[config.mk]
export PLATFORM = sky130hd
export DESIGN_NAME = pad_share_arbiter
export DESIGN_NICKNAME = d
export VERILOG_FILES = /design/src/rtl/pad_share_arbiter.sv
export SDC_FILE = /design/constraint.sdc
export NUM_CORES = 1
export LEC_CHECK = 0
export BUFFER_PORTS_ARGS = -buffer_cell sky130_fd_sc_hd__buf_2
export CAP_MARGIN = 20
export CELL_PAD_IN_SITES_DETAIL_PLACEMENT = 0
export CELL_PAD_IN_SITES_GLOBAL_PLACEMENT = 1
export CORE_ASPECT_RATIO = 0.6
export CORE_MARGIN = 5
export CORE_UTILIZATION = 30
export DETAILED_ROUTE_END_ITERATION = 10
export GPL_TIMING_DRIVEN = 1
export PLACE_DENSITY = 0.65
export SLEW_MARGIN = 20
export SYNTH_ARGS = -nofsm -noshare
export SYNTH_HDL_FRONTEND = slang
export SYNTH_SLANG_ARGS = --single-unit
[constraint.sdc]
create_clock -name clk_i -period 2.72 [get_ports clk_i]
set_clock_uncertainty 0.15 [all_clocks]
set_input_delay 0.408 -clock clk_i [delete_from_list [all_inputs] [get_ports clk_i]]
set_output_delay 0.408 -clock clk_i [all_outputs]
set_load 0.05 [all_outputs]
[src/rtl/pad_share_arbiter.sv]
// Round-robin owner of a single bidirectional pad cell.
// Forwards the owner's enable/data/config to the pad one cycle registered and
// inserts a high-Z turnaround window after each grant ends. The pad input is
// synchronised and broadcast to every requester.
module pad_share_arbiter #(
   parameter int NUM_REQ     = 4,
   parameter int TURN_CYC    = 2,
   parameter int MAX_HOLD    = 16,
   parameter int SYNC_STAGES = 2
) (
   input  logic               clk_i,
   input  logic               rst_i,
   input  logic [NUM_REQ-1:0] req_i,
   input  logic [NUM_REQ-1:0] oe_i,
   input  logic [NUM_REQ-1:0] out_i,
   input  logic [NUM_REQ-1:0] cfg_drv_i,
   input  logic [NUM_REQ-1:0] cfg_slw_i,
   input  logic [NUM_REQ-1:0] cfg_smt_i,
   output logic [NUM_REQ-1:0] gnt_o,
   output logic               in_o,
   output logic               busy_o,
   output logic               pad_oen_o,
   output logic               pad_out_o,
   input  logic               pad_in_i,
   output logic               pad_drv_o,
   output logic               pad_slw_o,
   output logic               pad_smt_o
);

   localparam int PTR_W  = $clog2(NUM_REQ);
   // Counters keep at least one bit so a zero parameter still elaborates.
   localparam int HOLD_W = (MAX_HOLD > 0) ? $clog2(MAX_HOLD + 1) : 1;
   localparam int TURN_W = (TURN_CYC > 0) ? $clog2(TURN_CYC + 1) : 1;

   localparam logic [PTR_W-1:0]  LAST_IDX  = PTR_W'(NUM_REQ - 1);
   localparam logic [PTR_W:0]    NUM_REQ_W = (PTR_W + 1)'(NUM_REQ);
   localparam logic [HOLD_W-1:0] HOLD_LIM  = HOLD_W'((MAX_HOLD > 0) ? MAX_HOLD - 1 : 0);
   localparam logic [HOLD_W-1:0] HOLD_SAT  = '1;
   localparam logic [TURN_W-1:0] TURN_LAST = TURN_W'((TURN_CYC > 0) ? TURN_CYC - 1 : 0);

   typedef enum logic [1:0] {ST_IDLE, ST_GRANT, ST_TURN} state_t;

   state_t              r_state;
   logic [PTR_W-1:0]    r_owner;
   logic [PTR_W-1:0]    r_rr_ptr;
   logic [HOLD_W-1:0]   r_hold_cnt;
   logic [TURN_W-1:0]   r_turn_cnt;
   logic [NUM_REQ-1:0]  r_gnt;
   logic                r_pad_oen;
   logic                r_pad_out;
   logic                r_pad_drv;
   logic                r_pad_slw;
   logic                r_pad_smt;
   logic [SYNC_STAGES-1:0] r_sync;

   state_t              w_state_next;
   logic [PTR_W-1:0]    w_owner_next;
   logic [PTR_W-1:0]    w_rr_ptr_next;
   logic [HOLD_W-1:0]   w_hold_cnt_next;
   logic [TURN_W-1:0]   w_turn_cnt_next;
   logic [NUM_REQ-1:0]  w_gnt_next;
   logic                w_pad_oen_next;
   logic                w_pad_out_next;
   logic                w_pad_drv_next;
   logic                w_pad_slw_next;
   logic                w_pad_smt_next;

   logic [2*NUM_REQ-1:0] w_req_dbl;
   logic [NUM_REQ-1:0]   w_req_rot;
   logic                 w_found;
   logic [PTR_W-1:0]     w_offset;
   logic [PTR_W:0]       w_sum;
   logic [PTR_W-1:0]     w_winner;
   logic [NUM_REQ-1:0]   w_owner_mask;
   logic                 w_other_req;
   logic                 w_release;

   // Rotate requests so bit 0 is the requester at rr_ptr; the first set bit wins.
   assign w_req_dbl    = {req_i, req_i};
   assign w_req_rot    = w_req_dbl[r_rr_ptr +: NUM_REQ];
   assign w_sum        = {1'b0, r_rr_ptr} + {1'b0, w_offset};
   assign w_winner     = (w_sum >= NUM_REQ_W) ? PTR_W'(w_sum - NUM_REQ_W) : PTR_W'(w_sum);
   assign w_owner_mask = NUM_REQ'(1) << r_owner;
   assign w_other_req  = |(req_i & ~w_owner_mask);

   // Find the lowest set bit of the rotated request vector.
   always_comb begin
      w_found  = 1'b0;
      w_offset = '0;
      for (int k = NUM_REQ - 1; k >= 0; k--) begin
         if (w_req_rot[k]) begin
            w_found  = 1'b1;
            w_offset = PTR_W'(k);
         end
      end
   end

   // Owner gives up, or is revoked after its hold budget while someone waits.
   assign w_release = !req_i[r_owner] ||
                      ((MAX_HOLD != 0) && (r_hold_cnt >= HOLD_LIM) && w_other_req);

   // Next-state and registered-output decode.
   always_comb begin
      w_state_next    = r_state;
      w_owner_next    = r_owner;
      w_rr_ptr_next   = r_rr_ptr;
      w_hold_cnt_next = r_hold_cnt;
      w_turn_cnt_next = r_turn_cnt;
      w_gnt_next      = r_gnt;
      w_pad_oen_next  = 1'b1;
      w_pad_out_next  = 1'b0;
      w_pad_drv_next  = 1'b0;
      w_pad_slw_next  = 1'b0;
      w_pad_smt_next  = 1'b0;
      case (r_state)
         ST_IDLE: begin
            w_gnt_next = '0;
            if (w_found) begin
               w_state_next    = ST_GRANT;
               w_owner_next    = w_winner;
               w_gnt_next      = NUM_REQ'(1) << w_winner;
               w_hold_cnt_next = '0;
            end
         end
         ST_GRANT: begin
            if (w_release) begin
               w_rr_ptr_next   = (r_owner == LAST_IDX) ? '0 : r_owner + 1'b1;
               w_hold_cnt_next = '0;
               w_turn_cnt_next = '0;
               w_gnt_next      = '0;
               w_state_next    = (TURN_CYC > 0) ? ST_TURN : ST_IDLE;
            end else begin
               w_pad_oen_next  = ~oe_i[r_owner];
               w_pad_out_next  = out_i[r_owner];
               w_pad_drv_next  = cfg_drv_i[r_owner];
               w_pad_slw_next  = cfg_slw_i[r_owner];
               w_pad_smt_next  = cfg_smt_i[r_owner];
               if (r_hold_cnt != HOLD_SAT) begin
                  w_hold_cnt_next = r_hold_cnt + 1'b1;
               end
            end
         end
         ST_TURN: begin
            w_gnt_next = '0;
            if (r_turn_cnt == TURN_LAST) begin
               w_turn_cnt_next = '0;
               w_state_next    = ST_IDLE;
            end else begin
               w_turn_cnt_next = r_turn_cnt + 1'b1;
            end
         end
         default: begin
            w_gnt_next   = '0;
            w_state_next = ST_IDLE;
         end
      endcase
   end

   // State and pad registers; reset releases the pad immediately.
   always_ff @(posedge clk_i or posedge rst_i) begin
      if (rst_i) begin
         r_state    <= ST_IDLE;
         r_owner    <= '0;
         r_rr_ptr   <= '0;
         r_hold_cnt <= '0;
         r_turn_cnt <= '0;
         r_gnt      <= '0;
         r_pad_oen  <= 1'b1;
         r_pad_out  <= 1'b0;
         r_pad_drv  <= 1'b0;
         r_pad_slw  <= 1'b0;
         r_pad_smt  <= 1'b0;
      end else begin
         r_state    <= w_state_next;
         r_owner    <= w_owner_next;
         r_rr_ptr   <= w_rr_ptr_next;
         r_hold_cnt <= w_hold_cnt_next;
         r_turn_cnt <= w_turn_cnt_next;
         r_gnt      <= w_gnt_next;
         r_pad_oen  <= w_pad_oen_next;
         r_pad_out  <= w_pad_out_next;
         r_pad_drv  <= w_pad_drv_next;
         r_pad_slw  <= w_pad_slw_next;
         r_pad_smt  <= w_pad_smt_next;
      end
   end

   // Pad input synchroniser, running in every state.
   always_ff @(posedge clk_i or posedge rst_i) begin
      if (rst_i) begin
         r_sync <= '0;
      end else begin
         r_sync <= {r_sync[SYNC_STAGES-2:0], pad_in_i};
      end
   end

   assign gnt_o     = r_gnt;
   assign in_o      = r_sync[SYNC_STAGES-1];
   assign busy_o    = (r_state != ST_IDLE);
   assign pad_oen_o = r_pad_oen;
   assign pad_out_o = r_pad_out;
   assign pad_drv_o = r_pad_drv;
   assign pad_slw_o = r_pad_slw;
   assign pad_smt_o = r_pad_smt;

endmodule

; ---- Word-level counts from Yosys, hierarchy flattened
; Cells that the tools add are included.
[classes]
n_addsub = 5
magnitude_cmp = 3
eq_ne = 9
n_shift = 3
n_mux = 46
n_bitwise = 3
n_reduce_logical = 13
[ops]
columns = operator, n
row1 = two-way mux 2 bit, 11
row2 = two-way mux 1 bit, 20
row3 = two-way mux 5 bit, 3
row4 = binary-select mux 1 bit (select 2 bit), 6
row5 = one-hot mux 5 bit (2 select lines), 1
row6 = two-way mux 4 bit, 2
row7 = one-hot mux 4 bit (2 select lines), 1
row8 = indexed part select 8 x 3 -> 4 bit, 1
row9 = "<< shifter 1 x 2 -> 4 bit, first input constant", 2
row10 = "!= test 2 bit, second input constant", 3
row11 = one-hot mux 2 bit (3 select lines), 1
row12 = AND reduction 2 bit, 3
row13 = AND reduction 3 bit, 2
row14 = nonzero test 2 bit, 3
row15 = "adder 5 x 1 -> 5 bit, second input constant", 1
row16 = "greater-or-equal comparator 5 x 4 -> 1 bit, second input constant", 1
row17 = "!= test 5 bit, second input constant", 1
row18 = "adder 2 x 1 -> 2 bit, second input constant", 2
row19 = AND 4 bit, 1
row20 = "equality test 2 x 1 -> 1 bit, second input constant", 2
row21 = "equality test 2 bit, second input constant", 2
row22 = inverter 4 bit, 1
row23 = one-hot mux 2 bit (2 select lines), 1
row24 = OR reduction 4 bit, 1
row25 = 10 further kinds, 10
[totals]
ff_bits = 24
inputBits = 27
elab_cells = 94

; ---- Logic depth before layout (Yosys ltp)
; Gate-level depths: netlist of the first run.
[logic_depth]
depth_word = 11
depth_mapped = 10
depth_no_buf = 9

; ---- Worst setup path before layout of the first run
; No wires, ideal clock.
[synth_timing]
kind = register to register
startpoint = register r_owner[0]
endpoint = register r_rr_ptr[1]
setup_ps = 125
arrival_ps = 1867
t_required_ps = 2445
path_slack_ps = 578
stages_incl_launch_ff = 9
n_path_buf = 1
period_less_slack_ps = 2142
path_cell_list = dfrtp_1 > buf_2 > inv_1 > ha_1 > or2b_1 > o2111ai_1 > a21oi_2 > nor2_1 > mux2_2
[synth_via]
elab_chain_cells = 7
word_cells_on_any_way = 13
classes_between = 1 x add/sub / 1 x eq/ne / 1 x shift / 3 x mux / 2 x bitwise / 5 x reduce/logical
[synth_rtl]
columns = element, line_no
row1 = start: declaration, 44  ; logic [PTR_W-1:0] r_owner;
row2 = start signal: assignment, 175  ; r_owner <= w_owner_next;
row3 = << shifter 1 x 2 -> 4 bit, 83  ; assign w_owner_mask = NUM_REQ'(1) << r_owner;
row4 = inverter 4 bit, 84  ; assign w_other_req = |(req_i & ~w_owner_mask);
row5 = AND 4 bit, 84
row6 = OR reduction 4 bit, 84
row7 = logical AND 1 bit, 100  ; ((MAX_HOLD != 0) && (r_hold_cnt >= HOLD_LIM) && w_other_req);
row8 = logical OR 1 bit, 99  ; assign w_release = !req_i[r_owner] ||
row9 = AND reduction 2 bit (no line), -
row10 = end signal: assignment, 176  ; r_rr_ptr <= w_rr_ptr_next;
row11 = end: declaration, 45  ; logic [PTR_W-1:0] r_rr_ptr;
; Several ways; a longest one is shown, not always the timed one. The select of a mux whose other input is x is not followed.
; A chain may end at the register's enable or synchronous reset.

; ---- Worst setup path in the final report of the first run
[layout_timing]
startpoint = register r_owner[0]
endpoint = register r_gnt[2], in the netlist gnt_o[2]
[layout_via]
elab_chain_cells = 7
word_cells_on_any_way = 10
classes_between = 1 x eq/ne / 1 x shift / 2 x mux / 2 x bitwise / 4 x reduce/logical
[layout_rtl]
columns = element, line_no
row1 = << shifter 1 x 2 -> 4 bit, 83
row2 = inverter 4 bit, 84
row3 = AND 4 bit, 84
row4 = OR reduction 4 bit, 84
row5 = logical AND 1 bit, 100
row6 = logical OR 1 bit *, 99
row7 = != test 2 bit (no line) *, -
row8 = end signal: assignment, 179  ; r_gnt <= w_gnt_next;
row9 = end: declaration, 48  ; logic [NUM_REQ-1:0] r_gnt;
; Every way passes the cells marked *; elsewhere a longest branch is shown, timed or not. The select of a mux whose other input is x is not followed.

==> results.md, run 1 <==
* Final min period at 2.40 ns
* Reg2reg end: gnt_o[2]
* Filler cells at 453
* PostCTS Resize Cnt at 0
* HPWL Detailed at 2.66 mm
* Largest net degree at the start of global routing at 25
* Syn Nets at 168
* Via density at 4.85
* N_diodes at 0
* Worst Path Arrival at around 2.4 ns
* Post-synthesis register bit count at 24
* VDD IR-drop max at around 0.42 mV
* Die width at roughly 100 um
* Initial Utilization at 0.313
* Cell family contributing the most delay on the critical path: flip-flops
* Fin Hold WS at 0.0566 ns
* FP Rows at 19
* Detailed Route WL at between 3 and 4 mm
* Worst hold path type: input pin to async pin
* Top_reg_cell synth: dfrtp_1
* CTS max path bufs at 2
* Most common cell in the netlist: dfrtp_1
* Status: completed
* IO buf count at 37
* Share of layout cells above drive strength 1 at 0.343
* Avg Synthesized Cell Area at around 11 um^2
* Post-DP Area at ~1700 um^2
* Pwr per Cell Area at 1030 nW/um^2
* Cts hold-fix bufs at 0
* GP Congestion at 0.795
* DR pass1 iterations at 4
* R2R depth at 7
* H-tree depth at 1
* Multi-input logic area at 764 um^2
* Synthesized area at about 1400 um^2
* Final setup viols at 0
* Maximum fanout along the worst path at 10
* Nets at just over 200
* I/O pin cnt at 38
* Max Slew Vio Count at 0
* Cells after Synth at 133
* Setup Fix Bufs, Post-CTS at 0
* Post-synth top cells: dfrtp_1, inv_1, ha_1
* Slew margin rel. at 0.400
* Clock Pin Slew Worst Setup and Hold Paths at 0.09 ns
* Slowest CP cell: dfrtp_1
* Final cycle utilization of the critical path at 0.884
* Flop pwr share at 0.331
* Crit path cell chain: inv_1 -> ha_1 -> or2b_1 -> o2111ai_1 -> a21oi_2 -> and2b_1 -> a22o_1
* Max-cap violations at 0
* Die Y-Extent at 63.6 um
* Leak pwr at 0.836 nW
* Global-route usage over all layers at 0.110
* CP Class: register to register
* Ys async rst share at 1.00
* Setup TNS at 0 ns
* Post-synth EDFFs at 0
* Worst-Skew Late Latency at 0.27 ns
* Synth top area share at 0.401
* Post-route ant nets at 0
* CP Data Required Time at 2.73 ns
* Area leader, netlist: dfrtp_1
* Net Switching at 775 uW
* Clock Power Share at 0.175
* Post-route design area at 1750 um^2
* Root buffer cell: clkbuf_8
* First-pass GRT wire length at 5.51 mm
* Sequential cell area at 602 um^2
* DR vias at 1126
* Worst r2r src: r_owner[0]
* Achievable Freq at 416 MHz
* Wire per inst at 14.4 um
* Area Overhead vs Synth at 21.8%
* Gate power share at 0.495
* Cts bufs inserted at 3
* Final Hold Fails at 0
* Int Power at 1.02 mW
* Slew @ Worst Pin at 0.894 ns
* Synth cell types at 45
* Yosys warns at 0
* Setup crit end kind: register
* Max incr delay on CP at 0.66 ns
* Sw frac at 0.433
* Sequential share of the synthesized area at 0.420
* CP bufs+invs at 1
* Initial antenna violation count at 0
* CTS sink cnt at 24
* TritonCTS clock tree: yes
* # DRC at 0
* Remaining Overflow, GRT at 0
* Die ar. at 6310 um^2
* CP Launch Type: register
* Area contributors post-synth: dfrtp_1, mux4_2, ha_1, inv_1, o21ai_0
* Initial DRC Count at 63
* Worst R2R Setup Slack at between 0.3 and 0.4 ns
* Total core area at 4590 um^2
* Vias in the first global route at approximately 1.1k
* RSZ-0062 raised after global routing: no
==> power groups by stage <==
stage          logic, mW  registers [mW]  clock network, mW
6_report           0.886           0.592              0.313
5_1_grt            0.980           0.613              0.342
4_1_cts            0.893           0.592              0.323
3_5_place_dp       0.888           0.599                  0
3_3_place_gp       0.889           0.591                  0
2_1_floorplan      0.635           0.660                  0
==> area by class of cell <==
type | count | area share
timing repair buffer | 37 | 0.106
clock inverter | 1 | 0.0172
clock buffer | 3 | 0.0236
inverter | 12 | 0.0258
sequential | 24 | 0.345
multi-input combinational | 92 | 0.438
tap | 63 | 0.0451
==> sequential cells by signal, summed over array words and instances, names as in the netlist <==
name and cells:
gnt_o 4, pad_drv_o 1, pad_oen_o 1, pad_out_o 1
pad_slw_o 1, pad_smt_o 1, r_hold_cnt 5, r_owner 2
r_rr_ptr 2, r_state 2, r_sync 2, r_turn_cnt 2
==> kinds of logic after synthesis <==
| family | count (synthesis) | share of synthesized area |
|---|---|---|
| AO/OA/AOI/OAI | 34 | 0.183 |
| XOR/XNOR | 2 | 0.0122 |
| adder cells (fa/ha/maj) | 8 | 0.0698 |
| buffers and inverters | 17 | 0.0471 |
| flip-flops | 24 | 0.420 |
| multiplexers | 9 | 0.118 |
| AND/OR/NAND/NOR | 39 | 0.150 |
==> worst max-delay path by stage <==
stage	startpoint	to	slack, ns	cells after the start
floorplan	r_owner[0]	r_rr_ptr[1]	0.58	8
global placement	req_i[2]	gnt_o[3]	0.37	10
detailed placement	r_owner[0]	gnt_o[2]	0.30	7
CTS	r_owner[0]	gnt_o[2]	0.28	7
global route	r_owner[0]	gnt_o[2]	0.13	7
finish	r_owner[0]	gnt_o[2]	0.32	7
==> layer usage <==
metal	vias to the layer above	GRT usage	share of wire
met3	4	0.0507	0.090
met5	-	0	0
met2	35	0.149	0.40
li1	554	-	-
met1	533	0.160	0.50
met4	0	0.0204	0.0066
==> through the flow <==
step	worst slack, ns	utilization	cells	power [mW]
after floorplan	0.578	-	133	1.29
after global placement	0.368	0.365	228	1.48
after detailed placement	0.296	0.365	228	1.49
after CTS	0.284	0.381	232	1.81
after global routing	0.129	0.381	232	1.94
final	0.315	0.381	232	1.79
==> layout by cell type (no fill, tap or decap), types with 3 or more instances in the layout <==
| cell | count |
|---|---|
| clkbuf_8 | 3 |
| nor2_1 | 7 |
| a21oi_1 | 5 |
| inv_1 | 10 |
| nor2b_1 | 4 |
| nand2b_1 | 3 |
| mux2_2 | 3 |
| nor3_1 | 3 |
| o21ai_0 | 7 |
| mux4_2 | 6 |
| nand2_1 | 7 |
| buf_2 | 37 |
| dfrtp_1 | 23 |
| ha_1 | 8 |
Note: power is estimated with default switching activity, not from simulation.
==> inputs of run 2 (changes only) <==
--- a/config.mk
+++ b/config.mk
@@ -15,6 +15,7 @@
 export DETAILED_ROUTE_END_ITERATION = 10
 export GPL_TIMING_DRIVEN = 1
 export PLACE_DENSITY = 0.65
+export SETUP_SLACK_MARGIN = 0.02
 export SLEW_MARGIN = 20
 export SYNTH_ARGS = -nofsm -noshare
 export SYNTH_HDL_FRONTEND = slang
==> constraint.sdc (replaced) <==
create_clock -name clk_i -period 2.23 [get_ports clk_i]
set_clock_uncertainty 0.15 [all_clocks]
set_input_delay 0.3345 -clock clk_i [delete_from_list [all_inputs] [get_ports clk_i]]
set_output_delay 0.3345 -clock clk_i [all_outputs]
set_load 0.05 [all_outputs]
==> run 2 against run 1 <==
Critical path depth unchanged. Register-to-register slack lost 0.29 ns. Final cell count is 5.2% higher. Critical endpoint is now r_hold_cnt[3]. Die area stayed put. Global-route usage rose by 0.26 points. Clock-buffer cell count rose by 1. Highest routed layer is now met3. Flip-flop and latch count is the same. Cell area rose by 9.0%. Non-clock buffer count up 12.
==> results.md, run 2 (synthesized netlist as in run 1, its figures left out) <==
* Status: completed
* Remaining Overflow, GRT at 0
* Setup crit end kind: register
* Largest net degree at the start of global routing at 16
* Root buffer cell: clkbuf_8
* Filler cells at between 400 and 500
* First-pass GRT wire length at 5.77 mm
* Leak pwr at 0.899 nW
* Final setup viols at 0
* Worst-Skew Late Latency at 0.26 ns
* Initial antenna violation count at 0
* CTS sink cnt at 24
* Initial DRC Count at 57
* Global-route usage over all layers at 0.113
* Slew @ Worst Pin at 0.573 ns
* Int Power at about 1.3 mW
* Slew margin rel. at 0.618
* Post-route insts no fill at ~240
* Max-cap violations at 0
* Commonest non-fill, non-tap cells in the layout: buf_2, dfrtp_1, inv_1, buf_4, nand2_1
* Vias in the first global route at 1192
* Clock Power Share at 0.125
* Die width at 99.3 um
* N_diodes at 0
* Worst Path Arrival at 2.20 ns
* Nets at 217
* Gate power share at 0.587
* Post-route design area at 1900 um^2
* HPWL Detailed at 2.93 mm
* Wire per inst at 14.6 um
* CP Data Required Time at 2.22 ns
* Via density at 4.95
* Detailed Route WL at 3.56 mm
* # DRC at 0
* IO buf count at 37
* Net Switching at approximately 1 mW
* Post-route ant nets at 0
* RSZ-0062 raised after global routing: yes
* FP Rows at 19
* Setup Fix Bufs, Post-CTS at 0
* Initial Utilization at 0.313
* Final min period at 2.21 ns
* Placed insts at 239
* Max Slew Vio Count at 0
* I/O pin cnt at 38
* CTS max path bufs at 2
* Achievable Freq at 453 MHz
* Final Hold Fails at 0
* GP Congestion at 0.825
* Post-DP Area at 1760 um^2
* Commonest non-fill, non-tap cell in the layout: buf_2
* Flop pwr share at 0.288
* Final cycle utilization of the critical path at 0.990
* Worst hold path type: input pin to register
* Maximum fanout along the worst path at 4
* VDD IR-drop max at 0.587 mV
* TritonCTS clock tree: yes
* Die ar. at 6310 um^2
* DR pass1 iterations at 4
* H-tree depth at 1
* DR vias at between 1k and 1.5k
* Cts bufs inserted at 3
* Area Overhead vs Synth at 32.7%
* Pwr per Cell Area at 1210 nW/um^2
* Max reg flops at 5
* Die Y-Extent at 63.6 um
* Sw frac at 0.441
* Largest Register: r_hold_cnt
* Share of layout cells above drive strength 1 at 0.436
* Clock Pin Slew Worst Setup and Hold Paths at 0.08 ns
* Total core area at 4590 um^2
* CP Launch Type: register
* CP Class: register to register
-- run 2: cell types whose count changed in the layout (fill, tap and decap cells not counted), sizes merged --
cell	before	now
buf	37	48
bufinv	1	0
clkbuf	3	4
clkinv	1	0
dlygate4sd3	0	1
inv	11	12
-- run 2: critical path, stage by stage, from the launching register on --
cell and delay [ns]:
dfrtp_1 0.41, ha_2 0.19, and3_4 0.18, ha_4 0.15
a211o_4 0.34, a2111oi_4 0.44, or3_1 0.16, a21oi_1 0.06
-- run 2: worst paths after layout --
path | slack, ns | to | startpoint | depth (start not counted)
setup / recovery | 0.02 | r_hold_cnt[3] | r_hold_cnt[0] | 7
min in group asynchronous | 0.52 | r_sync[1] | rst_i | 3
max in group asynchronous | 0.87 | r_state[1] | rst_i | 4
setup reg to reg | 0.02 | r_hold_cnt[3] | r_hold_cnt[0] | 7
hold / removal | 0.02 | r_sync[0] | pad_in_i | 1
hold reg to reg | 0.21 | r_sync[1] | r_sync[0] | 0
-- run 2: repair_timing --
action / in CTS / in global routing
gates resized for setup: 3 / 11
hold buffers: 1 / 0
endpoints found under the hold margin: 12 / 0
pin swaps: 1 / 8
setup endpoints to repair: 13 / 17
gates cloned: 0 / 0
-- run 2: area by class of cell --
type                            count  area [um^2]  area share
Clock buffer                        4         55.1      0.0289
Inverter                           12         45.0      0.0237
Sequential cell                    24          602       0.316
Multi-Input combinational cell     92          845       0.444
Tap cell                           63         78.8      0.0414
Timing Repair Buffer               49          278       0.146
-- run 2: per-stage QoR --
stage	setup TNS, ns	utilization	power (mW)	worst slack, ns	hold WS (ns)
floorplan	0	-	1.58	0.0882	0.181
global placement	-0.0201	0.383	1.90	-0.0118	0.183
detailed placement	-0.0966	0.383	1.93	-0.0370	0.187
CTS	0	0.403	2.25	0.0235	0.0130
global route	-0.110	0.415	2.48	-0.0563	0.00858
finish	0	0.415	2.31	0.0222	0.0228
-- run 2: power by group through the flow --
| stage | Clock, mW | Sequential (mW) | Combinational [mW] |
|---|---|---|---|
| after CTS | 0.304 | 0.662 | 1.29 |
| after detailed placement | 0 | 0.671 | 1.26 |
| final | 0.289 | 0.665 | 1.36 |
| after global placement | 0 | 0.667 | 1.24 |
| after global routing | 0.317 | 0.686 | 1.48 |
| after floorplan | 0 | 0.805 | 0.775 |
-- run 2: layer usage --
metal  vias up  share of wire  global-route usage
met3         0          0.064              0.0375
met5         -              0                   0
li1        572              -                   -
met2        28           0.41               0.156
met1       607           0.53               0.174
met4         0              0              0.0102
==> inputs of run 3 (changes only) <==
--- a/config.mk
+++ b/config.mk
@@ -11,10 +11,11 @@
 export CELL_PAD_IN_SITES_GLOBAL_PLACEMENT = 1
 export CORE_ASPECT_RATIO = 0.6
 export CORE_MARGIN = 5
-export CORE_UTILIZATION = 30
+export CORE_UTILIZATION = 35
 export DETAILED_ROUTE_END_ITERATION = 10
 export GPL_TIMING_DRIVEN = 1
-export PLACE_DENSITY = 0.65
+export MAX_ROUTING_LAYER = met4
+export PLACE_DENSITY = 0.73
 export SETUP_SLACK_MARGIN = 0.02
 export SLEW_MARGIN = 20
 export SYNTH_ARGS = -nofsm -noshare
==> run 3 against run 2 <==
Total power is 2.6% higher. Setup slack improved by 0.028 ns. Utilization rose by 5.6 points. Sequential power increased by 0.9%. Clock power up 33%. Clock-buffer cell count shrank 1. Wire length decreased by 3.2%. Register-to-register slack better by 0.03 ns. Non-clock buffer count is 1 higher. Via count down 0.83%. Critical path type unchanged. Critical endpoint is now r_hold_cnt[1]. Largest power group unchanged.
==> results.md, run 3 (synthesized netlist as in run 1, its figures left out) <==
* Maximum fanout along the worst path at 5
* Status: completed
* CP Data Required Time at 2.29 ns
* Max Slew Vio Count at 0
* Commonest non-fill, non-tap cells in the layout: buf_2, dfrtp_1, inv_1, buf_4, nand2_1
* Worst Path Arrival at between 2 and 2.5 ns
* Clock Pin Slew Worst Setup and Hold Paths at ~0.090 ns
* Setup crit end kind: register
* Largest net degree at the start of global routing at 25
* TritonCTS clock tree: yes
* Via density at 5.16
* I/O pin cnt at 38
* Worst-Skew Late Latency at 0.27 ns
* # DRC at 0
* Total core area at roughly 4000 um^2
* Setup WS post-layout at 0.0501 ns
* Final Hold Fails at 0
* Cts bufs inserted at 3
* Placement Setup Slack at -0.0609 ns
* Hold depth at 1
* Final min period at 2.18 ns
* Achievable Freq at approximately 460 MHz
* Post-route ant nets at 0
* Vias in the first global route at 1215
* Wire per inst at about 15 um
* CP Launch Type: register
* IO buf count at 37
* CP Class: register to register
* Root buffer cell: clkbuf_8
* Initial Utilization at 0.356
* R2R depth at 7
* Largest Register: r_hold_cnt
* Post-Route Utilization at 0.471
* Worst R2R Setup Slack at 0.05 ns
* Final setup viols at 0
* Pwr per Cell Area at 1250 nW/um^2
* Final cycle utilization of the critical path at 0.978
* HPWL Detailed at 2.69 mm
* VDD IR-drop max at about 0.48 mV
* Nets at ~220
* N_diodes at 0
* Share of layout cells above drive strength 1 at 0.434
* WHS Endpoint: r_sync[0]
* DR vias at 1197
* Initial antenna violation count at 0
* DR pass1 iterations at 4
* Detailed Route WL at 3.44 mm
* H-tree depth at 1
* Area Overhead vs Synth at 32.5%
* Max reg flops at 5
* Max-cap violations at 0
* Commonest non-fill, non-tap cell in the layout: buf_2
* GP Congestion at around 0.81
* Die ar. at 5520 um^2
* Remaining Overflow, GRT at 0
* Worst r2r src: r_hold_cnt[0]
* Leak pwr at roughly 0.91 nW
* First-pass GRT wire length at about 5.6 mm
* FP Rows at 18
* CTS max path bufs at 2
* Die Y-Extent at 59.6 um
* CTS sink cnt at 24
* Die width at between 90 and 100 um
* Worst hold path type: input pin to register
* Slew @ Worst Pin at around 0.43 ns
* Min-delay src: pad_in_i
* RSZ-0062 raised after global routing: yes
* Reg2reg end: r_hold_cnt[1]
* Global-route usage over all layers at 0.133
* Initial DRC Count at 60
* Slew margin rel. at 0.715
* Setup TNS at 0 ns
## run 3: what timing repair did
item                                    CTS  global route
gates resized for setup                   0            15
hold buffers                              1             0
hold endpoints to repair                 23             0
pin swaps                                 1             6
endpoints found under the setup margin    6            18
setup buffers                             0             2
## run 3: final cells by class
cell class | instances | area (um^2)
Fill cell | 361 | 2130
Multi-Input combinational cell | 92 | 828
Sequential cell | 24 | 603
Timing Repair Buffer | 50 | 289
Tap cell | 50 | 62.6
Inverter | 12 | 45.0
Clock buffer | 3 | 41.3
Clock inverter | 1 | 30.0
## run 3: report_power, final
group          internal (mW)  switching, mW
logic                  0.554          0.760
clock network          0.240          0.144
registers              0.569          0.103
## run 3: worst max path at each step
stage                        from            end  slack [ns]  cells past startpoint
finish              r_hold_cnt[0]  r_hold_cnt[1]        0.05                      7
global route        r_hold_cnt[1]  r_hold_cnt[1]      -0.009                      7
CTS                    r_owner[0]  r_hold_cnt[2]        0.03                      7
detailed placement       req_i[2]     r_owner[1]       -0.06                     10
global placement         req_i[2]       gnt_o[3]       -0.03                     10
floorplan              r_owner[0]    r_rr_ptr[1]        0.09                      8
## run 3: critical path, cell delays in order, from the launching register on
cell	delay, ns
dfrtp_1	0.40
ha_2	0.18
and3_4	0.18
ha_4	0.15
a211o_4	0.34
a211o_4	0.38
o21ai_4	0.17
a22o_1	0.16
## run 3: through the flow
step           power, mW  instances  instance area [um^2]  hold slack [ns]
2_1_floorplan       1.58        133                  1430            0.181
3_3_place_gp        1.88        225                  1730            0.189
3_5_place_dp        1.91        225                  1730            0.195
4_1_cts             2.30        230                  1820           0.0128
5_1_grt             2.53        232                  1900           0.0101
6_report            2.37        232                  1900           0.0189
## run 3: routing by layer
layer / part of all wire / vias up / track usage
li1: - / 576 / -
met1: 0.48 / 578 / 0.184
met2: 0.46 / 41 / 0.200
met3: 0.057 / 2 / 0.0330
met4: 0.0055 / 0 / 0.0251
met5: 0 / - / -
